[src/rtl/mem_arbiter.sv]
// mem_arbiter: shares one single-port byte RAM between the instruction-fetch
// port and the load/store data port. One transaction in flight at a time;
// data has priority, with a streak counter that bounds fetch starvation.
module mem_arbiter #(
  parameter int unsigned STREAK_MAX = 4
) (
  input  logic        clk,
  input  logic        rst_n,
  // fetch port
  input  logic        i_req,
  input  logic [31:0] i_addr,
  output logic        i_gnt,
  output logic        i_rvalid,
  output logic [31:0] i_rdata,
  output logic        i_err,
  // data port
  input  logic        d_req,
  input  logic        d_we,
  input  logic [2:0]  d_access,
  input  logic [31:0] d_addr,
  input  logic [31:0] d_wdata,
  output logic        d_gnt,
  output logic        d_rvalid,
  output logic [31:0] d_rdata,
  output logic        d_err,
  // RAM side
  output logic        ram_load,
  output logic        ram_store,
  output logic [2:0]  ram_access,
  output logic [31:0] ram_addr,
  output logic [31:0] ram_wdata,
  input  logic [31:0] ram_rdata,
  output logic        busy
);

  localparam int unsigned SW = $clog2(STREAK_MAX + 1);
  localparam logic [SW-1:0] STREAK_TOP = SW'(STREAK_MAX);

  localparam logic [1:0] IDLE  = 2'd0;
  localparam logic [1:0] ISSUE = 2'd1;
  localparam logic [1:0] RESP  = 2'd2;
  localparam logic [1:0] ERR   = 2'd3;

  // port id encoding for port_q
  localparam logic PORT_FETCH = 1'b0;
  localparam logic PORT_DATA  = 1'b1;

  logic [1:0]    state_q,  state_d;
  logic [SW-1:0] streak_q, streak_d;
  logic          port_q,   port_d;
  logic          we_q,     we_d;
  logic [2:0]    access_q, access_d;
  logic [31:0]   addr_q,   addr_d;
  logic [31:0]   wdata_q,  wdata_d;

  logic idle;
  logic fetch_sel;
  logic data_sel;
  logic i_legal;
  logic d_legal;

  // Access code and natural-alignment check applied at grant time.
  function automatic logic access_legal(input logic we, input logic [2:0] acc,
                                        input logic [1:0] a);
    logic ok;
    ok = 1'b0;
    case (acc)
      3'b000:  ok = 1'b1;
      3'b001:  ok = (a[0] == 1'b0);
      3'b010:  ok = (a == 2'b00);
      3'b100:  ok = !we;
      3'b101:  ok = !we && (a[0] == 1'b0);
      default: ok = 1'b0;
    endcase
    return ok;
  endfunction

  // Arbitration: data wins unless it has already won STREAK_MAX times in a
  // row while fetch was waiting.
  always_comb begin
    idle      = (state_q == IDLE);
    fetch_sel = i_req && (!d_req || (streak_q == STREAK_TOP));
    data_sel  = d_req && !fetch_sel;
    i_gnt     = idle && fetch_sel;
    d_gnt     = idle && data_sel;
    i_legal   = (i_addr[1:0] == 2'b00);
    d_legal   = access_legal(d_we, d_access, d_addr[1:0]);
  end

  // Next-state, request latch and streak update.
  always_comb begin
    state_d  = state_q;
    streak_d = streak_q;
    port_d   = port_q;
    we_d     = we_q;
    access_d = access_q;
    addr_d   = addr_q;
    wdata_d  = wdata_q;
    case (state_q)
      IDLE: begin
        if (i_gnt) begin
          port_d   = PORT_FETCH;
          we_d     = 1'b0;
          access_d = 3'b010;
          addr_d   = i_addr;
          wdata_d  = '0;
          streak_d = '0;
          state_d  = i_legal ? ISSUE : ERR;
        end else if (d_gnt) begin
          port_d   = PORT_DATA;
          we_d     = d_we;
          access_d = d_access;
          addr_d   = d_addr;
          wdata_d  = d_wdata;
          if (!i_req)
            streak_d = '0;
          else if (streak_q != STREAK_TOP)
            streak_d = streak_q + SW'(1);
          state_d  = d_legal ? ISSUE : ERR;
        end
      end
      ISSUE:   state_d = RESP;
      RESP:    state_d = IDLE;
      ERR:     state_d = IDLE;
      default: state_d = IDLE;
    endcase
  end

  // State and request registers; reset drops any in-flight transaction.
  always_ff @(posedge clk or negedge rst_n) begin
    if (!rst_n) begin
      state_q  <= IDLE;
      streak_q <= '0;
      port_q   <= PORT_FETCH;
      we_q     <= 1'b0;
      access_q <= '0;
      addr_q   <= '0;
      wdata_q  <= '0;
    end else begin
      state_q  <= state_d;
      streak_q <= streak_d;
      port_q   <= port_d;
      we_q     <= we_d;
      access_q <= access_d;
      addr_q   <= addr_d;
      wdata_q  <= wdata_d;
    end
  end

  // Outputs decoded from the state register so reset clears them at once.
  always_comb begin
    busy       = (state_q != IDLE);
    ram_load   = (state_q == ISSUE) && !we_q;
    ram_store  = (state_q == ISSUE) && we_q;
    ram_access = (state_q == ISSUE) ? access_q : '0;
    ram_addr   = (state_q == ISSUE) ? addr_q   : '0;
    ram_wdata  = (state_q == ISSUE) ? wdata_q  : '0;

    i_rvalid = ((state_q == RESP) || (state_q == ERR)) && (port_q == PORT_FETCH);
    i_err    = (state_q == ERR) && (port_q == PORT_FETCH);
    i_rdata  = ((state_q == RESP) && (port_q == PORT_FETCH)) ? ram_rdata : '0;

    d_rvalid = ((state_q == RESP) || (state_q == ERR)) && (port_q == PORT_DATA);
    d_err    = (state_q == ERR) && (port_q == PORT_DATA);
    d_rdata  = ((state_q == RESP) && (port_q == PORT_DATA) && !we_q) ? ram_rdata : '0;
  end

endmodule

[config.mk]
export PLATFORM = sky130hd
export DESIGN_NAME = mem_arbiter
export DESIGN_NICKNAME = d
export VERILOG_FILES = /design/src/rtl/mem_arbiter.sv
export SDC_FILE = /design/constraint.sdc
export NUM_CORES = 1
export LEC_CHECK = 0
export BUFFER_PORTS_ARGS = -buffer_cell sky130_fd_sc_hd__buf_2
export CORE_AREA = 4 4 105 107
export DETAILED_ROUTE_END_ITERATION = 16
export DIE_AREA = 0 0 109 111
export GPL_ROUTABILITY_DRIVEN = 0
export PLACE_DENSITY = 0.77
export SLEW_MARGIN = 0
export SYNTH_ARGS = -nofsm -noshare
export SYNTH_HDL_FRONTEND = slang
export SYNTH_SLANG_ARGS = --single-unit
[constraint.sdc]
create_clock -name clk -period 4.5 [get_ports clk]
set_input_delay 0 -clock clk [delete_from_list [all_inputs] [get_ports clk]]
set_output_delay 0 -clock clk [all_outputs]
set_load 0.1 [all_outputs]
==> results of run 1 <==
area by class of cell:
cell class                 instances  area share (%)
inverter                           9          0.5099
clock inverter                     7           1.398
clock buffer                       9           1.870
multi-input combinational        273           29.56
tap                              136           2.568
timing repair buffer             377           36.15
sequential                        74           27.95
worst max-delay path by stage:
stage / startpoint / to / slack [ns] / cells past startpoint
floorplan: state_q[1] / i_rdata[10] / 1.32 / 4
global placement: state_q[1] / d_rdata[11] / 2.35 / 4
detailed placement: state_q[1] / d_rdata[27] / 2.08 / 4
CTS: state_q[1] / d_rdata[27] / 1.70 / 4
global route: state_q[0] / addr_q[2] / 1.59 / 6
finish: state_q[0] / addr_q[3] / 1.80 / 6
timing repair:
item / in CTS / in global routing
resized for setup: 0 / 0
hold endpoints to repair: 144 / 0
hold buffers: 100 / 0
Yosys cell counts (all sizes together):
master     n  area (µm²)
a21boi     1       7.510
nor2       2       15.01
nand3     11       55.05
a2bb2oi    1       8.760
buf       15       90.09
o21ai      3       15.01
ha         2       25.02
clkbuf    21       78.83
o21a       2       15.01
and2     135       844.6
a221o     28       280.3
a21oi      1       5.000
a31oi      1       6.260
nand2      1       3.750
o221ai     4       35.03
a211oi     1       7.510
a22o      35       306.5
nor3b      2       25.02
and3      30       192.7
o2bb2ai    1       8.760
a21bo      1       10.01
a21o       1       7.510
inv        9       33.78
or2        1       6.260
dfrtp     74        1852
a311o      1       10.01
and2b      2       15.01
nor3       1       5.000
o22ai      1       6.260
nor2b      4       25.02
stage by stage:
step	hold WS, ns	instance area [µm²]	power (µW)
after global placement	0.1889	5401	4732
after global routing	0.02038	6625	5938
after floorplan	-0.2956	3996	4221
final	0.02211	6625	5673
after detailed placement	0.1967	5401	4784
after CTS	0.008719	6619	5658
cells by family after synthesis:
family	synth area share [%]
compound gates	18.25
fa+ha+maj	0.6261
buf+inv	5.072
flops	46.34
simple gates	29.71
worst min-delay path: stages:
cell and delay (ns):
buf_2 0.07, and3_1 0.14, a221o_1 0.11
power by group:
part	internal [µW]	switching [µW]
Combinational	989	2920
Sequential	996	208
Clock	275	287
layer usage:
| layer | up-vias | track usage, % |
|---|---|---|
| met3 | 38 | 6.057 |
| met5 | - | 0 |
| li1 | 2085 | - |
| met2 | 199 | 40.83 |
| met1 | 2154 | 29.35 |
| met4 | 0 | 9.512 |
sequential cells by signal, summed over array words and instances, names as in the netlist:
signal,flops
access_q,3
addr_q,32
port_q,1
state_q,2
streak_q,3
wdata_q,32
we_q,1
==> key figures, run 1 <==
STA
  • Worst Tran Pin Value: 1.017 ns
  • Fin. Hold Viols: 0
  • Worst relative slew slack: approximately a third
  • Setup TNS Final: 0 ns
  • Final period util: between 50% and 60%
  • Minimum clock period: around 2.7 ns
  • Clock skew: between 0.01 and 0.015 ns
  • FMAX: 371.0 MHz
  • Final slew viol count: 0
  • Final setup fails: 0
  • RSZ-0062 raised after global routing: false
  • Post-route setup slack: about 1.8 ns

Logic synthesis
  • Syn Inst Count: between 300 and 400
  • Ys Warns: 0
  • Sequential area share after synthesis: 46.34%
  • Mean Syn Cell Area: between 10 and 15 µm²
  • Count of cell types in the netlist: 36
  • Seq cells post-synth: between 70 and 80
  • Post-Syn Nets: 530
  • Synthesized area: roughly 0.0040 mm²

GRT
  • Remaining global-route overflow: 0
  • Total track usage: between 20% and 30%
  • Initial antenna violation count: 0
  • Vias in the first global route: ~4,800
  • Wire length of the first global-routing pass: 23.50 mm
  • Maximum number of pins on one net before global-route repair: 75

Worst setup path
  • CP max stage delay: a little over 0.6 ns
  • CP top delay family: buffers and inverters
  • R2R setup slack: approximately 1.8 ns
  • CP Class: register to register
  • Crit end category: register
  • Critical path buffers and inverters: 3
  • Worst-path cell chain: nor2_4 > nand2_2 > buf_4 > inv_2 > o221ai_1 > dlygate4sd3_1
  • CP startpoint kind: register
  • Worst r2r path cells: 6
  • Reg2reg end: addr_q[3]
  • Worst endpoint data arrival time: 2.97 ns
  • CP Data Required Time: between 4 and 5 ns
  • Slowest cell on crit path: dfrtp_1
  • Max Fanout on Critical Path: 44
  • R2r startpoint: state_q[0]

Layout
  • Number of fill cells: 775
  • Multi-input logic area: slightly below 0.002 mm²
  • Most frequent cells in the layout: 274 x buf_2, 134 x and2_1, 100 x dlygate4sd3_1
  • Register area: approximately 0.0019 mm²
  • Post-layout util: approximately two thirds
  • Inserted Diodes: 0
  • Most common cell after layout, fill and taps aside: buf_2
  • Area Growth Syn to Fin: 65.78%
  • Post-layout nets: between 800 and 900
  • Final cell count without fillers: slightly below 900
  • Layout cells sized above 1: 40.19%

CTS
  • CTS sink count: 74
  • CTS clk-pin slew, worst paths: roughly 0.090 ns
  • CTS tree: yes
  • Clock Latency Late Sink: 0.35 ns
  • Post-CTS setup buffers: 0
  • Clk buf depth: 2
  • CTS buffer count: 9
  • H-Tree Depth: 3
  • CTS root buf: clkbuf_8

Worst hold path
  • Hold_sp: i_addr[6]
  • Min-Delay Path Depth: 3
  • Hold Path Class: primary input to register
  • Endpoint, Worst Hold: addr_q[6]

Floorplan
  • Initial Util: 39.42%
  • Die X: roughly 110 µm
  • # IOs: 276
  • Core area: between 0.01 and 0.015 mm²
  • Die footprint: about 0.012 mm²
  • Cell Rows: 37
  • Die Span Y: 111 µm

Power and ir drop
  • Power Density: 856.4 mW/mm²
  • Leakage power: 0.003728 µW
  • Peak supply drop: slightly below 0.0006 V

Placement
  • DP HPWL: ~10 mm
  • Inst Count DP: about 770
  • Setup WS pre-CTS: 2.078 ns
  • PortBufs: around 280

Routing
  • DR vias/cell: a little over 5
  • Drt total wl: about 15 mm
  • WL met3: roughly 1.1 mm
  • DR iter-0 viols: 286
  • Routed length on met1: approximately 6.1 mm
  • # DRC: 0
  • WL per Instance: 16.72 µm
  • Antenna viol nets, final: 0
  • Top Metal Used: met4
  • Pre-antenna DRT Iters: 5
  • WL met2: around 7.3 mm
  • Via count: around 4,500

Run
  • MaxCap Viol Count: 0

Status
  • Status: complete, no violations
Note: power is estimated with default switching activity, not from simulation.
==> inputs of run 2 (changes only) <==
Settings changed: CORE_AREA 4 4 105 107 to 4 4 106 108, DIE_AREA 0 0 109 111 to 0 0 110 112, PLACE_DENSITY 0.77 to 0.76.
Clock period 4.5 ns to 2.75 ns, I/O delays scaled along.
==> run 2 against run 1 <==
Against the previous run:
- critical endpoint is now addr_q[16]
- combinational power increased by 65%
- critical path depth down 1
- routed wire length is 0.93% lower
- global-route usage is 0.91 points lower
- worst setup slack worse by 1.6 ns
- die area grew 1.8%
- total power is 65% higher
==> key figures, run 2 (synthesis results as in run 1) <==
Layout
  • Layout cells sized above 1: 40.69% (was 40.19%)
  • Number of fill cells: 823 (was 775)
  • Most common cell after layout, fill and taps aside: buf_2 (unchanged)
  • Inserted Diodes: 0 (unchanged)
  • Top Registers: addr_q x32, wdata_q x32 (unchanged)
  • Most frequent cells in the layout: 274 x buf_2, 134 x and2_1, 99 x dlygate4sd3_1 (was 274 x buf_2, 134 x and2_1, 100 x dlygate4sd3_1)
  • Area Growth Syn to Fin: 67.22% (was 65.78%)
  • Post-layout nets: 885 (was 882)

STA
  • Worst Tran Pin Value: 0.9134 ns (was 1.017 ns)
  • Setup TNS Final: 0 ns (unchanged)
  • Post-route setup slack: 0.2255 ns (was 1.804 ns)
  • Minimum clock period: 2.525 ns (was 2.696 ns)
  • Final slew viol count: 0 (unchanged)
  • Fin. Hold Viols: 0 (unchanged)
  • Worst relative slew slack: 39.11% (was 32.20%)
  • Final period util: 91.80% (was 59.91%)
  • Min Hold Slack: 0.01509 ns (was 0.02211 ns)
  • RSZ-0062 raised after global routing: false (unchanged)
  • Final setup fails: 0 (unchanged)
  • Clock skew: 0.01558 ns (was 0.01261 ns)
  • FMAX: 396.1 MHz (was 371.0 MHz)

Routing
  • WL per Instance: 16.50 µm (was 16.72 µm)
  • DR iter-0 viols: 248 (was 286)
  • Pre-antenna DRT Iters: 4 (was 5)
  • Drt total wl: 14.66 mm (was 14.79 mm)
  • Antenna viol nets, final: 0 (unchanged)
  • # DRC: 0 (unchanged)
  • DR vias/cell: 5.001 (was 5.058)
  • Via count: 4,441 (was 4,476)

GRT
  • Wire length of the first global-routing pass: 22.71 mm (was 23.50 mm)
  • Initial antenna violation count: 1 (was 0)
  • Vias in the first global route: 4,588 (was 4,786)
  • Maximum number of pins on one net before global-route repair: 75 (unchanged)
  • Total track usage: 23.34% (was 24.25%)
  • Remaining global-route overflow: 0 (unchanged)

Worst setup path
  • Critical Path Start: state_q[0] (unchanged)
  • CP max stage delay: 0.55 ns (was 0.61 ns)
  • CP top delay family: buffers and inverters (unchanged)
  • CP Class: register to register (unchanged)
  • CP Data Required Time: 3.03 ns (was 4.78 ns)
  • Worst endpoint data arrival time: 2.80 ns (was 2.97 ns)
  • Worst-path cell chain: nor2_4 > and3_4 > buf_4 > a221o_1 > dlygate4sd3_1 (was nor2_4 > nand2_2 > buf_4 > inv_2 > o221ai_1 > dlygate4sd3_1)
  • Crit end category: register (unchanged)
  • R2r startpoint: state_q[0] (unchanged)
  • Max Fanout on Critical Path: 44 (unchanged)
  • Slowest cell on crit path: and3_4 (was dfrtp_1)
  • Critical path buffers and inverters: 2 (was 3)
  • CP startpoint kind: register (unchanged)

Power and ir drop
  • Design Power: 9363 µW (was 5673 µW)
  • Peak supply drop: 0.0008816 V (was 0.0005871 V)
  • Power Density: 1401 mW/mm² (was 856.4 mW/mm²)
  • Leakage power: 0.003758 µW (was 0.003728 µW)

Run
  • MaxCap Viol Count: 0 (unchanged)

Floorplan
  • Cell Rows: 37 (unchanged)
  • Die footprint: 0.01232 mm² (was 0.01210 mm²)
  • # IOs: 276 (unchanged)
  • Die X: 110 µm (was 109 µm)
  • Core area: 0.01023 mm² (was 0.01014 mm²)
  • Die Span Y: 112 µm (was 111 µm)
  • Initial Util: 39.06% (was 39.42%)

Placement
  • DP HPWL: 10.02 mm (was 9.709 mm)
  • Setup WS pre-CTS: 0.7134 ns (was 2.078 ns)
  • PortBufs: 275 (unchanged)

Worst hold path
  • Hold_sp: i_addr[7] (was i_addr[6])
  • Hold Path Class: primary input to register (unchanged)

CTS
  • CTS root buf: clkbuf_8 (unchanged)
  • CTS clk-pin slew, worst paths: 0.09 ns (about the same)
  • CTS buffer count: 9 (unchanged)
  • CTS sink count: 74 (unchanged)
  • Post-CTS setup buffers: 0 (unchanged)
  • Clock Latency Late Sink: 0.34 ns (was 0.35 ns)
  • CTS tree: yes (unchanged)
  • Clk buf depth: 2 (unchanged)
  • H-Tree Depth: 3 (unchanged)

Status
  • Status: complete, no violations (unchanged)
## run 2: layout make-up
type / instances / area, µm² / area share [%]
multi-input cells: 273 / 1954 / 29.25
flip-flops and latches: 74 / 1852 / 27.71
well taps: 136 / 170.2 / 2.546
clock buffers: 10 / 137.6 / 2.060
repair buffers: 380 / 2440 / 36.51
inverters: 9 / 33.78 / 0.5055
clock inverters: 6 / 95.09 / 1.423
## run 2: path summary, 6_finish.rpt
kind                          endpoint  slack, ns  cells past startpoint
setup / recovery            addr_q[16]       0.23                      5
max in group asynchronous  streak_q[0]       1.81                      2
min in group asynchronous  wdata_q[24]       0.34                      2
hold reg to reg            access_q[0]       0.50                      1
setup reg to reg            addr_q[16]       0.23                      5
hold / removal               addr_q[7]       0.02                      3
## run 2: timing repair
item	CTS	global route
endpoints found under the setup margin	0	0
hold buffers	99	0
endpoints found under the hold margin	143	0
resized for setup	0	0
## run 2: power by group
group	leakage [µW]	internal, µW	switching (µW)
Sequential	0.000932	1630	325
Clock	0.000118	547	424
Combinational	0.00271	1670	4770
## run 2: worst min-delay path: stages
cell     delay [ns]
buf_2          0.07
and3_1         0.15
a221o_1        0.10
## run 2: stage by stage
step                      util, %  area (µm²)  instances
after floorplan                 -        3999        392
after global placement      53.36        5459        773
after detailed placement    53.36        5459        773
after CTS                   65.32        6683        888
after global routing        65.32        6683        888
final                       65.32        6683        888
## run 2: metal layers
metal / track usage [%] / part of all wire [%]
met1: 28.03 / 40
met2: 40.98 / 50
met3: 4.870 / 7.8
met4: 7.648 / 2.2
met5: 0 / 0.089
==> inputs of run 3 (changes only) <==
--- a/config.mk
+++ b/config.mk
@@ -7,8 +7,10 @@
 export LEC_CHECK = 0
+export ABC_AREA = 1
 export BUFFER_PORTS_ARGS = -buffer_cell sky130_fd_sc_hd__buf_2
-export CORE_AREA = 4 4 106 108
+export CORE_MARGIN = 4
+export CORE_UTILIZATION = 42
 export DETAILED_ROUTE_END_ITERATION = 16
-export DIE_AREA = 0 0 110 112
 export GPL_ROUTABILITY_DRIVEN = 0
-export PLACE_DENSITY = 0.76
+export PLACE_DENSITY = 0.8
+export SETUP_SLACK_MARGIN = 0.1
 export SLEW_MARGIN = 0
--- a/constraint.sdc
+++ b/constraint.sdc
@@ -3,2 +3,2 @@
 set_output_delay 0 -clock clk [all_outputs]
-set_load 0.1 [all_outputs]
+set_load 0.02 [all_outputs]
==> run 3 against run 2 <==
Against the previous run:
- routed wire length up 3.4%
- cell count up 23%
- cell area down 1.6%
- largest cell class unchanged
- hold slack worse by 0.0093 ns
- critical path type unchanged
- combinational power down 47%
- highest routed layer is now met4
- core utilization up 4.6 points
- area after synthesis up 3.7%
- die area down 6.5%
- via count up 14%
- total power down 35%
- sequential share of layout area up 0.44 points
==> key figures, run 3 <==
Layout
  • Most frequent cells in the layout: 274 x buf_2, 141 x inv_1, 140 x nor2_1 (was 274 x buf_2, 134 x and2_1, 99 x dlygate4sd3_1)
  • Register area: 0.001852 mm² (unchanged)
  • Final cell count without fillers: 1,096 (was 888)
  • Post-layout nets: 1,099 (was 885)
  • Multi-input logic area: 0.001588 mm² (was 0.001954 mm²)
  • Layout cells sized above 1: 31.19% (was 40.69%)
  • Area Growth Syn to Fin: 58.76% (was 67.22%)
  • Top Registers: addr_q x32, wdata_q x32 (unchanged)
  • Most common cell after layout, fill and taps aside: buf_2 (unchanged)
  • Number of fill cells: 756 (was 823)

Logic synthesis
  • Post-synth top area share: 44.69% (was 46.34%)
  • Synthesized area: 0.004144 mm² (was 0.003996 mm²)
  • Sequential area share after synthesis: 44.69% (was 46.34%)
  • Seq cells post-synth: 74 (unchanged)
  • Post-synth top cells: 141 x inv_1, 140 x nor2_1, 112 x nand2_1 (was 134 x and2_1, 74 x dfrtp_1, 35 x a22o_1)
  • Post-synth EDFFs: 0 (unchanged)
  • Largest cells by area after synthesis: dfrtp_1 45%, inv_1 13%, nor2_1 13% (was dfrtp_1 46%, and2_1 21%, a22o_1 7.7%)
  • Async set-reset flop share out of synthesis: 100.0% (unchanged)
  • Most common cell in the netlist: inv_1 (was and2_1)
  • Ys Warns: 0 (unchanged)
  • Synth area leader: dfrtp_1 (unchanged)
  • Syn Inst Count: 620 (was 392)
  • Synth Flop Type: dfrtp_1 (unchanged)
  • Mean Syn Cell Area: 6.684 µm² (was 10.19 µm²)
  • Post-Syn Nets: 758 (was 530)
  • Count of cell types in the netlist: 24 (was 36)

Floorplan
  • Die footprint: 0.01152 mm² (was 0.01232 mm²)
  • Die X: 107.3 µm (was 110 µm)
  • Initial Util: 44.01% (was 39.06%)
  • Core area: 0.009415 mm² (was 0.01023 mm²)
  • Cell Rows: 35 (was 37)
  • # IOs: 276 (unchanged)
  • Die Span Y: 107.3 µm (was 112 µm)

CTS
  • CTS root buf: clkbuf_8 (unchanged)
  • CTS buffer count: 9 (unchanged)
  • Clock Latency Late Sink: 0.34 ns (about the same)
  • Post-CTS setup buffers: 0 (unchanged)
  • CTS sink count: 74 (unchanged)
  • CTS clk-pin slew, worst paths: 0.08 ns (was 0.09 ns)
  • H-Tree Depth: 3 (unchanged)
  • CTS tree: yes (unchanged)
  • Clk buf depth: 2 (unchanged)

GRT
  • Remaining global-route overflow: 0 (unchanged)
  • Vias in the first global route: 4,854 (was 4,588)
  • Maximum number of pins on one net before global-route repair: 75 (unchanged)
  • Total track usage: 25.25% (was 23.34%)
  • Initial antenna violation count: 2 (was 1)
  • Wire length of the first global-routing pass: 23.16 mm (was 22.71 mm)

STA
  • Worst Tran Pin Value: 0.9962 ns (was 0.9134 ns)
  • Setup TNS Final: 0 ns (unchanged)
  • Minimum clock period: 2.376 ns (was 2.525 ns)
  • Final slew viol count: 0 (unchanged)
  • Final setup fails: 0 (unchanged)
  • Final period util: 86.41% (was 91.80%)
  • FMAX: 420.8 MHz (was 396.1 MHz)
  • RSZ-0062 raised after global routing: false (unchanged)
  • Clock skew: 0.01499 ns (was 0.01558 ns)
  • Fin. Hold Viols: 0 (unchanged)
  • Worst relative slew slack: 33.43% (was 39.11%)

Placement
  • DP HPWL: 10.12 mm (was 10.02 mm)
  • PortBufs: 275 (unchanged)
  • Inst Count DP: 997 (was 773)

Routing
  • DR iter-0 viols: 364 (was 248)
  • Antenna viol nets, final: 0 (unchanged)
  • WL per Instance: 13.82 µm (was 16.50 µm)
  • # DRC: 0 (unchanged)
  • Drt total wl: 15.15 mm (was 14.66 mm)
  • DR vias/cell: 4.619 (was 5.001)
  • Via count: 5,062 (was 4,441)
  • Pre-antenna DRT Iters: 5 (was 4)

Worst setup path
  • CP Class: register to register (unchanged)
  • CP Data Required Time: 2.98 ns (was 3.03 ns)
  • Crit end category: register (unchanged)
  • R2r startpoint: streak_q[0] (was state_q[0])
  • CP startpoint kind: register (unchanged)
  • Critical Path Start: streak_q[0] (was state_q[0])
  • Max Fanout on Critical Path: 56 (was 44)
  • Worst endpoint data arrival time: 2.61 ns (was 2.80 ns)

Worst hold path
  • Hold Path Class: primary input to register (unchanged)
  • Hold_sp: d_addr[20] (was i_addr[7])

Power and ir drop
  • Power Density: 925.4 mW/mm² (was 1401 mW/mm²)
  • Peak supply drop: 0.0004838 V (was 0.0008816 V)
  • Switching share of power: 47.75% (was 58.96%)
  • Seq pwr share: 30.3% (was 20.9%)
  • Clock network fraction of design power: 13.5% (was 10.4%)
  • Internal: 3181 µW (was 3843 µW)
  • Leakage power: 0.004072 µW (was 0.003758 µW)
  • NetSw: 2907 µW (was 5520 µW)
  • Gate power share: 56.2% (was 68.7%)

Run
  • MaxCap Viol Count: 0 (unchanged)

Status
  • Status: complete, no violations (unchanged)
==> run 3: cell count changes after synthesis, moves of 7 or more <==
cell,change
a21oi_1,+32
a221o_1,-28
a22o_1,-35
and2_1,-134
and3_1,-29
buf_2,-8
inv_1,+133
nand2_1,+111
nand3_1,-7
nor2_1,+139
o21ai_0,+19
o21ai_1,+46
==> run 3: logic make-up (layout without fill, tap and decap cells) <==
group | after synthesis | in the layout | synth area share, %
adders and majority gates | 2 | 2 | 0.6038
DFF | 74 | 74 | 44.69
AOI/OAI and AO/OA | 104 | 104 | 12.89
and+or+nand+nor | 264 | 264 | 24.76
buffers and inverters | 176 | 521 | 17.06
other | 0 | 2 | 0
==> run 3: area by class of cell <==
| class | count | area share (%) |
|---|---|---|
| repair buffers | 363 | 34.18 |
| flip-flops and latches | 74 | 28.15 |
| multi-input cells | 370 | 24.13 |
| inverters | 143 | 8.197 |
| well taps | 129 | 2.453 |
| clock buffers | 12 | 2.206 |
| clock inverters | 3 | 0.6086 |
| diodes | 2 | 0.07607 |
==> run 3: final timing paths <==
kind	end	cells past startpoint	slack, ns
setup reg to reg	addr_q[18]	10	0.37
hold / removal	addr_q[20]	5	0.006
max in group asynchronous	wdata_q[29]	2	1.79
setup / recovery	addr_q[18]	10	0.37
hold reg to reg	addr_q[16]	2	0.48
min in group asynchronous	addr_q[17]	2	0.35
==> run 3: routing by layer <==
| layer | up-vias | share of wire, % | global-route usage, % |
|---|---|---|---|
| met5 | - | 0 | 0 |
| met4 | 0 | 3.6 | 10.64 |
| met3 | 36 | 7.6 | 5.819 |
| met2 | 246 | 52 | 47.10 |
| met1 | 2278 | 36 | 27.15 |
| li1 | 2502 | - | - |
==> run 3: worst max-delay path, stage by stage (launching register included) <==
cell and delay [ns]:
dfrtp_1 0.34, inv_1 0.07, ha_1 0.19, nand2_1 0.08, nand2_1 0.09, nand3_2 0.22, buf_6 0.38, a21oi_1 0.15
o21ai_1 0.13, dlygate4sd3_1 0.56, nand2_1 0.05
==> run 3: power by group through the flow <==
stage	Clock, µW	Combinational (µW)	Sequential, µW
floorplan	0	2300	1800
global placement	0	3140	1840
detailed placement	0	3200	1850
CTS	836	3380	1840
global route	886	3800	1900
finish	825	3420	1840
==> run 3: stage by stage <==
| step | worst slack [ns] | instance area, µm² | util (%) | total power (µW) | hold WS, ns |
|---|---|---|---|---|---|
| 2_1_floorplan | 1.267 | 4144 | - | 4095 | -0.2956 |
| 3_3_place_gp | 0.9452 | 5564 | 59.10 | 4977 | 0.2029 |
| 3_5_place_dp | 0.8638 | 5564 | 59.10 | 5045 | 0.2032 |
| 4_1_cts | 0.3349 | 6570 | 69.78 | 6052 | 0.0005059 |
| 5_1_grt | 0.2335 | 6579 | 69.87 | 6589 | 0.01023 |
| 6_report | 0.3738 | 6579 | 69.87 | 6088 | 0.005768 |
==> run 3: timing repair <==
action | in CTS | in global routing
hold buffers | 82 | 0
setup endpoints to repair | 0 | 2
resized for setup | 0 | 1
hold endpoints to repair | 140 | 0
